`src/rtl/sha256_pkg.sv`:
```
// rtl/sha256_pkg.sv - SHA-256 round constants, IV, mixing functions and FSM encodings
package sha256_pkg;

  typedef enum logic [1:0] {
    ST_IDLE  = 2'd0,
    ST_ROUND = 2'd1,
    ST_DONE  = 2'd2
  } state_t;

  localparam logic [31:0] K_TAB [0:63] = '{
    32'h428a2f98, 32'h71374491, 32'hb5c0fbcf, 32'he9b5dba5, 32'h3956c25b, 32'h59f111f1, 32'h923f82a4, 32'hab1c5ed5,
    32'hd807aa98, 32'h12835b01, 32'h243185be, 32'h550c7dc3, 32'h72be5d74, 32'h80deb1fe, 32'h9bdc06a7, 32'hc19bf174,
    32'he49b69c1, 32'hefbe4786, 32'h0fc19dc6, 32'h240ca1cc, 32'h2de92c6f, 32'h4a7484aa, 32'h5cb0a9dc, 32'h76f988da,
    32'h983e5152, 32'ha831c66d, 32'hb00327c8, 32'hbf597fc7, 32'hc6e00bf3, 32'hd5a79147, 32'h06ca6351, 32'h14292967,
    32'h27b70a85, 32'h2e1b2138, 32'h4d2c6dfc, 32'h53380d13, 32'h650a7354, 32'h766a0abb, 32'h81c2c92e, 32'h92722c85,
    32'ha2bfe8a1, 32'ha81a664b, 32'hc24b8b70, 32'hc76c51a3, 32'hd192e819, 32'hd6990624, 32'hf40e3585, 32'h106aa070,
    32'h19a4c116, 32'h1e376c08, 32'h2748774c, 32'h34b0bcb5, 32'h391c0cb3, 32'h4ed8aa4a, 32'h5b9cca4f, 32'h682e6ff3,
    32'h748f82ee, 32'h78a5636f, 32'h84c87814, 32'h8cc70208, 32'h90befffa, 32'ha4506ceb, 32'hbef9a3f7, 32'hc67178f2
  };

  localparam logic [255:0] SHA256_IV = {
    32'h6a09e667, 32'hbb67ae85, 32'h3c6ef372, 32'ha54ff53a,
    32'h510e527f, 32'h9b05688c, 32'h1f83d9ab, 32'h5be0cd19
  };

  function automatic logic [31:0] rotr(input logic [31:0] x, input int n);
    return (x >> n) | (x << (32 - n));
  endfunction

  function automatic logic [31:0] big_s0(input logic [31:0] x);
    return rotr(x, 2) ^ rotr(x, 13) ^ rotr(x, 22);
  endfunction

  function automatic logic [31:0] big_s1(input logic [31:0] x);
    return rotr(x, 6) ^ rotr(x, 11) ^ rotr(x, 25);
  endfunction

  function automatic logic [31:0] small_s0(input logic [31:0] x);
    return rotr(x, 7) ^ rotr(x, 18) ^ (x >> 3);
  endfunction

  function automatic logic [31:0] small_s1(input logic [31:0] x);
    return rotr(x, 17) ^ rotr(x, 19) ^ (x >> 10);
  endfunction

  function automatic logic [31:0] ch(input logic [31:0] x, input logic [31:0] y, input logic [31:0] z);
    return (x & y) ^ (~x & z);
  endfunction

  function automatic logic [31:0] maj(input logic [31:0] x, input logic [31:0] y, input logic [31:0] z);
    return (x & y) ^ (x & z) ^ (y & z);
  endfunction

endpackage

```
`src/rtl/sha256_k_rom.sv`:
```
// rtl/sha256_k_rom.sv - combinational 64x32 round-constant lookup
module sha256_k_rom
  import sha256_pkg::*;
(
  input  logic [5:0]  idx,
  output logic [31:0] k
);

  assign k = K_TAB[idx];

endmodule

```
`src/rtl/sha256_round_core.sv`:
```
// rtl/sha256_round_core.sv - SHA-256 compression, one round per clock, rolling W window
module sha256_round_core
  import sha256_pkg::*;
#(
  parameter int ROUNDS = 64,
  parameter int CNT_W  = 6
) (
  input  logic         clk,
  input  logic         rst_n,
  input  logic         start,
  input  logic [511:0] blk_in,
  input  logic [255:0] iv_in,
  output logic         busy,
  output logic         done,
  output logic [255:0] state_out
);

  state_t            state;
  logic [CNT_W-1:0]  t;
  logic [31:0]       a, b, c, d, e, f, g, h;
  logic [31:0]       w [0:15];
  logic [31:0]       k_t, t1, t2, a_nxt, e_nxt, w_new;

  sha256_k_rom u_k_rom (
    .idx (6'(t)),
    .k   (k_t)
  );

  assign t1    = h + big_s1(e) + ch(e, f, g) + k_t + w[0];
  assign t2    = big_s0(a) + maj(a, b, c);
  assign a_nxt = t1 + t2;
  assign e_nxt = d + t1;
  // Word appended to the window is W[t+16]; early rounds need no special case.
  assign w_new = small_s1(w[14]) + w[9] + small_s0(w[1]) + w[0];

  always_ff @(posedge clk or negedge rst_n) begin
    if (!rst_n) begin
      state     <= ST_IDLE;
      t         <= '0;
      {a, b, c, d, e, f, g, h} <= '0;
      for (int i = 0; i < 16; i++) w[i] <= '0;
      busy      <= 1'b0;
      done      <= 1'b0;
      state_out <= '0;
    end else begin
      case (state)
        ST_IDLE: begin
          if (start) begin
            {a, b, c, d, e, f, g, h} <= iv_in;
            for (int i = 0; i < 16; i++) w[i] <= blk_in[511-32*i -: 32];
            t     <= '0;
            busy  <= 1'b1;
            state <= ST_ROUND;
          end
        end
        ST_ROUND: begin
          {a, b, c, d, e, f, g, h} <= {a_nxt, a, b, c, e_nxt, e, f, g};
          for (int i = 0; i < 15; i++) w[i] <= w[i+1];
          w[15] <= w_new;
          t     <= t + 1'b1;
          if (t == CNT_W'(ROUNDS - 1)) begin
            t         <= '0;
            done      <= 1'b1;
            state_out <= {a_nxt, a, b, c, e_nxt, e, f, g};
            state     <= ST_DONE;
          end
        end
        ST_DONE: begin
          done  <= 1'b0;
          busy  <= 1'b0;
          state <= ST_IDLE;
        end
        default: state <= ST_IDLE;
      endcase
    end
  end

endmodule
```
`config.mk`:
```
export PLATFORM = sky130hd
export DESIGN_NAME = sha256_round_core
export DESIGN_NICKNAME = d
export VERILOG_FILES = /design/src/rtl/sha256_pkg.sv /design/src/rtl/sha256_k_rom.sv /design/src/rtl/sha256_round_core.sv
export SDC_FILE = /design/constraint.sdc
export NUM_CORES = 2
export LEC_CHECK = 0
export ABC_CLOCK_PERIOD_IN_PS = 8200
export BUFFER_PORTS_ARGS = -buffer_cell sky130_fd_sc_hd__buf_2
export CELL_PAD_IN_SITES_DETAIL_PLACEMENT = 0
export CELL_PAD_IN_SITES_GLOBAL_PLACEMENT = 1
export CORE_MARGIN = 2
export CORE_UTILIZATION = 38
export CTS_CLUSTER_SIZE = 25
export DETAILED_ROUTE_END_ITERATION = 12
export GPL_TIMING_DRIVEN = 0
export PLACE_DENSITY = 0.76
export SETUP_SLACK_MARGIN = 0.3
export SYNTH_ARGS = -nofsm -noshare
export SYNTH_HDL_FRONTEND = slang
export SYNTH_SLANG_ARGS = --single-unit
```
`constraint.sdc`:
```
create_clock -name clk -period 8.2 [get_ports clk]
set_input_delay 1.64 -clock clk [delete_from_list [all_inputs] [get_ports clk]]
set_output_delay 1.64 -clock clk [all_outputs]
set_load 0.1 [all_outputs]
```
* After elaboration in Yosys (flattened, before gate mapping)
Memory sizes are Yosys's and may differ from the RTL's.
Cells that the tools add are included.
** Storage, ports and cells
- Register bits after elaboration :: 1034
- Bits in read-only memories :: 2048
- Input bits :: 771
- Output and inout port bits :: 258
- Word-level logic and storage cells :: 114
- Memories kept :: 1
** Memory list
- (name not given) :: depth 64, bits a word 32, rd ports 1, clocked after memory_dff 0, wr ports 0, RTL line sha256_k_rom.sv:9 : assign k = K_TAB[idx];
** Cells by class
- Add/sub/neg operators :: 11
- Order comparisons :: 1
- Equality and inequality tests :: 5
- Muxes and demuxes :: 30
- Bitwise logic cells :: 28
- Reductions and logical operators :: 9
** Operators by type and width (count)
- 512-bit one-hot mux with 2 select lines :: 1
- 512-bit two-way mux :: 1
- 32-bit one-hot mux with 2 select lines :: 8
- 32-bit adder :: 10
- 32-bit two-way mux :: 10
- 32-bit bitwise XOR :: 9
- 32-bit AND :: 5
- 32-bit NOT :: 1
- 10-bit by 32-bit bitwise OR with 32-bit output :: 1
- 13-bit by 32-bit bitwise OR with 32-bit output :: 1
- 14-bit by 32-bit bitwise OR with 32-bit output :: 1
- 15-bit by 32-bit bitwise OR with 32-bit output :: 1
- 19-bit by 32-bit bitwise OR with 32-bit output :: 1
- 21-bit by 32-bit bitwise OR with 32-bit output :: 1
- 25-bit by 32-bit bitwise OR with 32-bit output :: 1
- 26-bit by 32-bit bitwise OR with 32-bit output :: 1
- 30-bit by 32-bit bitwise OR with 32-bit output :: 1
- 7-bit by 32-bit bitwise OR with 32-bit output :: 1
- 32-bit by 22-bit bitwise XOR with 32-bit output :: 1
- 32-bit by 29-bit bitwise XOR with 32-bit output :: 1
- 6-bit two-way mux :: 2
- 6-bit one-hot mux with 2 select lines :: 1
- 2-bit AND reduction :: 5
- 7-bit >= comparator, second input constant :: 1
- 12 further kinds :: 18

* Longest topological paths before layout
- Depth after elaboration :: 9
- Gate-level depth with buffers :: 41
- Mapped depth without buffers :: 39

* Hierarchy
A second synthesis with hierarchy kept.
** Second synthesis, totals
- Cells, all modules :: 7491
- Area total of the unflattened synthesis :: 61398.9 sq um
** Modules (own cells, without submodules)
- sha256_round_core :: instances 1, cells an instance 7024, area each 58242.1 sq um, seq. area each 25874.8 sq um
- sha256_k_rom :: instances 1, cells an instance 467, area each 3156.8 sq um, seq. area each 0.0 sq um

* Worst setup path before layout
No wires, ideal clock.
- Path type :: reg2reg
- Start point :: register t[0]
- End point :: register state_out[252]
- Library setup time :: 125 ps
- Arrival time :: 8179 ps
- Data required time :: 8075 ps
- Setup slack :: -105 ps
- Cell stages (with the launch flop) :: 37
- Path buffers :: 3
- Period minus slack after synthesis :: 8305 ps
- Cell sequence :: dfrtp_1 -> clkbuf_1 -> inv_1 -> ha_1 -> clkbuf_1 -> or2_2 -> clkbuf_1 -> mux4_2 -> o21ai_0 -> fa_1 -> fa_1 -> fa_1 -> inv_1 -> fa_1 -> a211oi_1 -> o21ai_0 -> nand3_1 -> and2_1 -> o21bai_1 -> a21o_1 -> a211oi_1 -> o21bai_1 -> a21o_1 -> xnor2_1 -> fa_1 -> inv_1 -> ha_1 -> a21o_1 -> a21o_1 -> a21oi_1 -> o21ai_0 -> nor2_1 -> o41ai_2 -> a211o_1 -> a21oi_2 -> xnor2_1 -> mux2_2
** Between the ends
- Longest elaborated chain between the ends :: 7
** Ends and longest elaborated chain
- start, declared :: RTL line sha256_round_core.sv:19 : logic [CNT_W-1:0] t;
- start signal, assigned :: RTL line sha256_round_core.sv:60 : t <= t + 1'b1;
- 6-bit NOT with 7-bit output (implied by the code) :: RTL line sha256_k_rom.sv:9
- memory 64 x 32 bit
- 32-bit two-way mux (implied by the code) (2 in a row) :: RTL line sha256_k_rom.sv:9
- 32-bit adder (2 in a row) :: RTL line sha256_round_core.sv:29 : assign t1 = h + big_s1(e) + ch(e, f, g) + k_t + w[0];
- 32-bit adder :: RTL line sha256_round_core.sv:31 : assign a_nxt = t1 + t2;
- end signal, assigned :: RTL line sha256_round_core.sv:64 : state_out <= {a_nxt, a, b, c, e_nxt, e, f, g};
- end, declared :: RTL line sha256_round_core.sv:15 : output logic [255:0] state_out
Several ways; a longest one is shown, not always the timed one. The select of a mux whose other input is x is not followed.
A chain may end at the register's enable or synchronous reset.

* Final worst setup path
- Start point :: register t[3]
- End point :: register state_out[252]
The elaborated chain is that of the path after synthesis.

==> flow_summary.yaml <==
run_status:
  run_status: "finished with violations"
  violations_in_the_final_reports: "setup timing"
setup_path:
  setup.worst_path.start: "t[3]"
  r2r-end: "state_out[252]"
  slowest_delay_ns: 0.53
  crit_family: "compound AO/OA/AOI/OAI gates"
  timing.critical_path.slowest_stage_cell: "sky130_fd_sc_hd__fa_1"
  r2r_depth: 34
  worst-setup-path-type: "reg -> reg"
  critical_path.endpoint_type: "register"
  critical_path.n_buffers_inverters: 5
  worst-r2r-setup-slack_ns: -0.28
  regToRegStartpoint: "t[3]"
  crit_fanout: 10
  crit_arrival_ns: 9.11
  worstSetupStartpointType: "register"
  critical_path_required_ns: 8.83
sta:
  min_period_ns: 8.48
  final.setup.tns_ns: -3.22
  maxSlewHeadroom_pct: 3.28
  hold_violations: 0
  finClkSkew_ns: 0.0968
  maxSlewViolCount: 0
  post-route-period-util_pct: 103
  clock.fmax_mhz: 118
  layout_setup_ws_ns: -0.282
  worst_slew_pin_slew_ns: 1.44
  unrepaired_setup_endpoints_after_global_routing: "yes"
  timing.final.setup_violations: 20
logic_synthesis:
  synth.most_common_cell: "sky130_fd_sc_hd__nand2_1"
  area_of_the_mapped_netlist_mm2: 0.0609
  synth-seq-cells: 1034
  synth_flop_cell: "sky130_fd_sc_hd__dfrtp_1"
  ys_seq_area_share_pct: 42.5
  synth_nets: 8606
  yosys.cell_types.count: 76
  synth_area_leader_cell: "sky130_fd_sc_hd__dfrtp_1"
  synth_warnings: 0
  synthArstFlopShare_pct: 100
  synth.area.top_cells: "sky130_fd_sc_hd__dfrtp_1, sky130_fd_sc_hd__nand2_1, sky130_fd_sc_hd__a31oi_1"
  synth_top_cell_area_share_pct: 42.5
  count_of_flip_flops_with_a_built_in_enable_after_synthesis: 0
  netlist_instances: 7506
  synth_top_cells_by_count: "sky130_fd_sc_hd__nand2_1, sky130_fd_sc_hd__dfrtp_1, sky130_fd_sc_hd__nor2_1, sky130_fd_sc_hd__a31oi_1, sky130_fd_sc_hd__clkbuf_1"
  avgSynthCellArea_um2: 8.11
placement:
  io_buffers: 1028
  gp_congestion: 1.03
  place.detailed.hpwl_mm: 268
floorplan:
  core_footprint_mm2: 0.159
  num_io_pins: 1029
  rows: 146
  floorplan.die.width_um: 404
  floorplan.die.height_um: 404
  die_outline_area_mm2: 0.163
  initial_utilization_pct: 38.4
grt:
  grt_start_max_net_pins: 154
  grt_first_pass_wirelength_mm: 455
  grt_antenna_before_repair: 58
  grt.overflow.total: 0
  grt_util_all_layers_pct: 39.4
  via_count_of_the_first_global_routing_pass: 60000
detailed_routing:
  drt_first_pass_iters: 6
  drt_drc_violations_left: 0
  totalWireLength_mm: 331
  number_of_vias_after_detailed_routing: 62000
  detail-route-antenna-nets: 0
  drt_iter0_drc: 6719
  drt-wirelength-per-cell_um: 30.3
  vias_per_cell: 5.67
cts:
  cts_root_buf: "sky130_fd_sc_hd__clkbuf_16"
  clkSlewWorstSetupHoldPaths_ns: 0.07
  cts_made_buffers: 116
  maximum_count_of_clock_buffers_along_a_single_path: 3
  cts.sink_count: 1034
  cts_max_level: 3
  insertion_delay_ns: 0.80
  cts_tree: "yes"
  cts_hold_buffers: 0
hold_path:
  worstHoldStart: "state_out[56]"
  hp-class: "reg -> reg"
  whs_path_depth: 2
  holdPathEnd: "state_out[56]"
layout:
  fraction_of_layout_cells_with_a_size_suffix_above_1_pct: 18.9
  syn2layout_area_growth_pct: 24.1
  final_nets: 9848
flow_run:
  cap_viol_max_count: 0
[cell families (layout without fill, tap and decap cells)]
kind of cell	Yosys count	count (layout)	synth area share (%)
AO/OA/AOI/OAI	1471	1471	15.1
XOR/XNOR	359	359	5.16
adder cells (fa/ha/maj)	332	332	9.12
buffers and inverters	924	2254	5.70
flip-flops	1034	1034	42.5
multiplexers	55	55	1.10
other	0	34	0
AND/OR/NAND/NOR	3331	3331	21.3
[worst reg2reg max path: cells and delay by family (launching register included)]
| kind | cells | cell delay [ns] |
|---|---|---|
| AOI/OAI and AO/OA | 16 | 3.05 |
| DFF | 1 | 0.44 |
| buffers and inverters | 5 | 1.16 |
| muxes | 1 | 0.26 |
| and+or+nand+nor | 4 | 0.65 |
| adders and majority gates | 6 | 2.51 |
| xor gates and xnor gates | 2 | 0.34 |
[final cells by class]
cell class / instances / area, um2
sequential: 1034 / 25900
fill: 15900 / 83200
clock inverter: 34 / 505
multi-input combinational: 5548 / 33300
timing repair buffer: 1124 / 6130
inverter: 342 / 1300
tap: 2072 / 2590
buffer: 582 / 2410
antenna: 34 / 85.1
clock buffer: 172 / 3300
[per-stage QoR]
stage	utilization, %	setup slack [ns]	area [um2]	hold slack (ns)	instances
6_report	47.6	-0.282	75600	0.468	10900
5_1_grt	47.6	-0.474	75500	0.495	10900
4_1_cts	46.9	-0.205	74500	0.472	10900
3_5_place_dp	43.4	-3.07	68800	0.457	10600
3_3_place_gp	43.2	-17.88	68700	0.456	10600
2_1_floorplan	-	0.328	60900	0.451	7506
[per-layer routing]
metal	track usage, %	wire length (um)	vias to the layer above
li1	-	-	27300
met1	49.8	128000	30700
met2	63.0	152000	3325
met3	7.34	28400	727
met4	23.5	22700	42
met5	0	276	-
[sequential cells by signal, indices dropped and copies added (netlist names)]
signal     flops
done           1
h             32
g             32
f             32
state_out    256
d             32
a             32
state          2
t              6
busy           1
e             32
c             32
b             32
w            512
[layout by cell type, fill, tap and decap left out, types with 24 or more instances in the layout]
cell type | synthesis | layout
sky130_fd_sc_hd__o21ai_0 | 202 | 150
sky130_fd_sc_hd__clkbuf_16 | 0 | 120
sky130_fd_sc_hd__nand3_1 | 50 | 47
sky130_fd_sc_hd__a31oi_1 | 744 | 735
sky130_fd_sc_hd__and3_1 | 27 | 26
sky130_fd_sc_hd__xnor2_1 | 220 | 183
sky130_fd_sc_hd__nor2_1 | 834 | 810
sky130_fd_sc_hd__xor2_1 | 139 | 127
sky130_fd_sc_hd__diode_2 | 0 | 34
sky130_fd_sc_hd__buf_2 | 0 | 1037
sky130_fd_sc_hd__o22a_1 | 26 | 25
sky130_fd_sc_hd__xnor2_2 | 0 | 24
sky130_fd_sc_hd__ha_1 | 142 | 113
sky130_fd_sc_hd__buf_4 | 0 | 72
sky130_fd_sc_hd__a21oi_1 | 209 | 176
sky130_fd_sc_hd__nand2_1 | 2290 | 2274
sky130_fd_sc_hd__mux2i_1 | 24 | 24
sky130_fd_sc_hd__dfrtp_1 | 1034 | 1031
sky130_fd_sc_hd__clkbuf_1 | 544 | 537
sky130_fd_sc_hd__o21ai_1 | 1 | 26
sky130_fd_sc_hd__fa_1 | 187 | 183
sky130_fd_sc_hd__a21o_1 | 92 | 92
sky130_fd_sc_hd__inv_1 | 340 | 327
sky130_fd_sc_hd__a21oi_2 | 1 | 31
[how the worst max path moves through the flow]
stage               cells after the start             end  slack (ns)
global placement                        1          w[129]      -17.88
floorplan                              36  state_out[252]        0.33
finish                                 34  state_out[252]       -0.28
detailed placement                     37  state_out[253]       -3.07
global route                           39           a[27]       -0.47
CTS                                    38  state_out[252]       -0.21
[timing repair]
action                                  in CTS  in global routing
gates resized for setup                    328                187
endpoints found under the setup margin     109                 69
setup buffers                               64                 25
pin swaps                                   80                103
endpoints found under the hold margin        0                  0
Power is not shown: default switching activity piles up to over one toggle a cycle in this logic, so the estimate is an artifact.
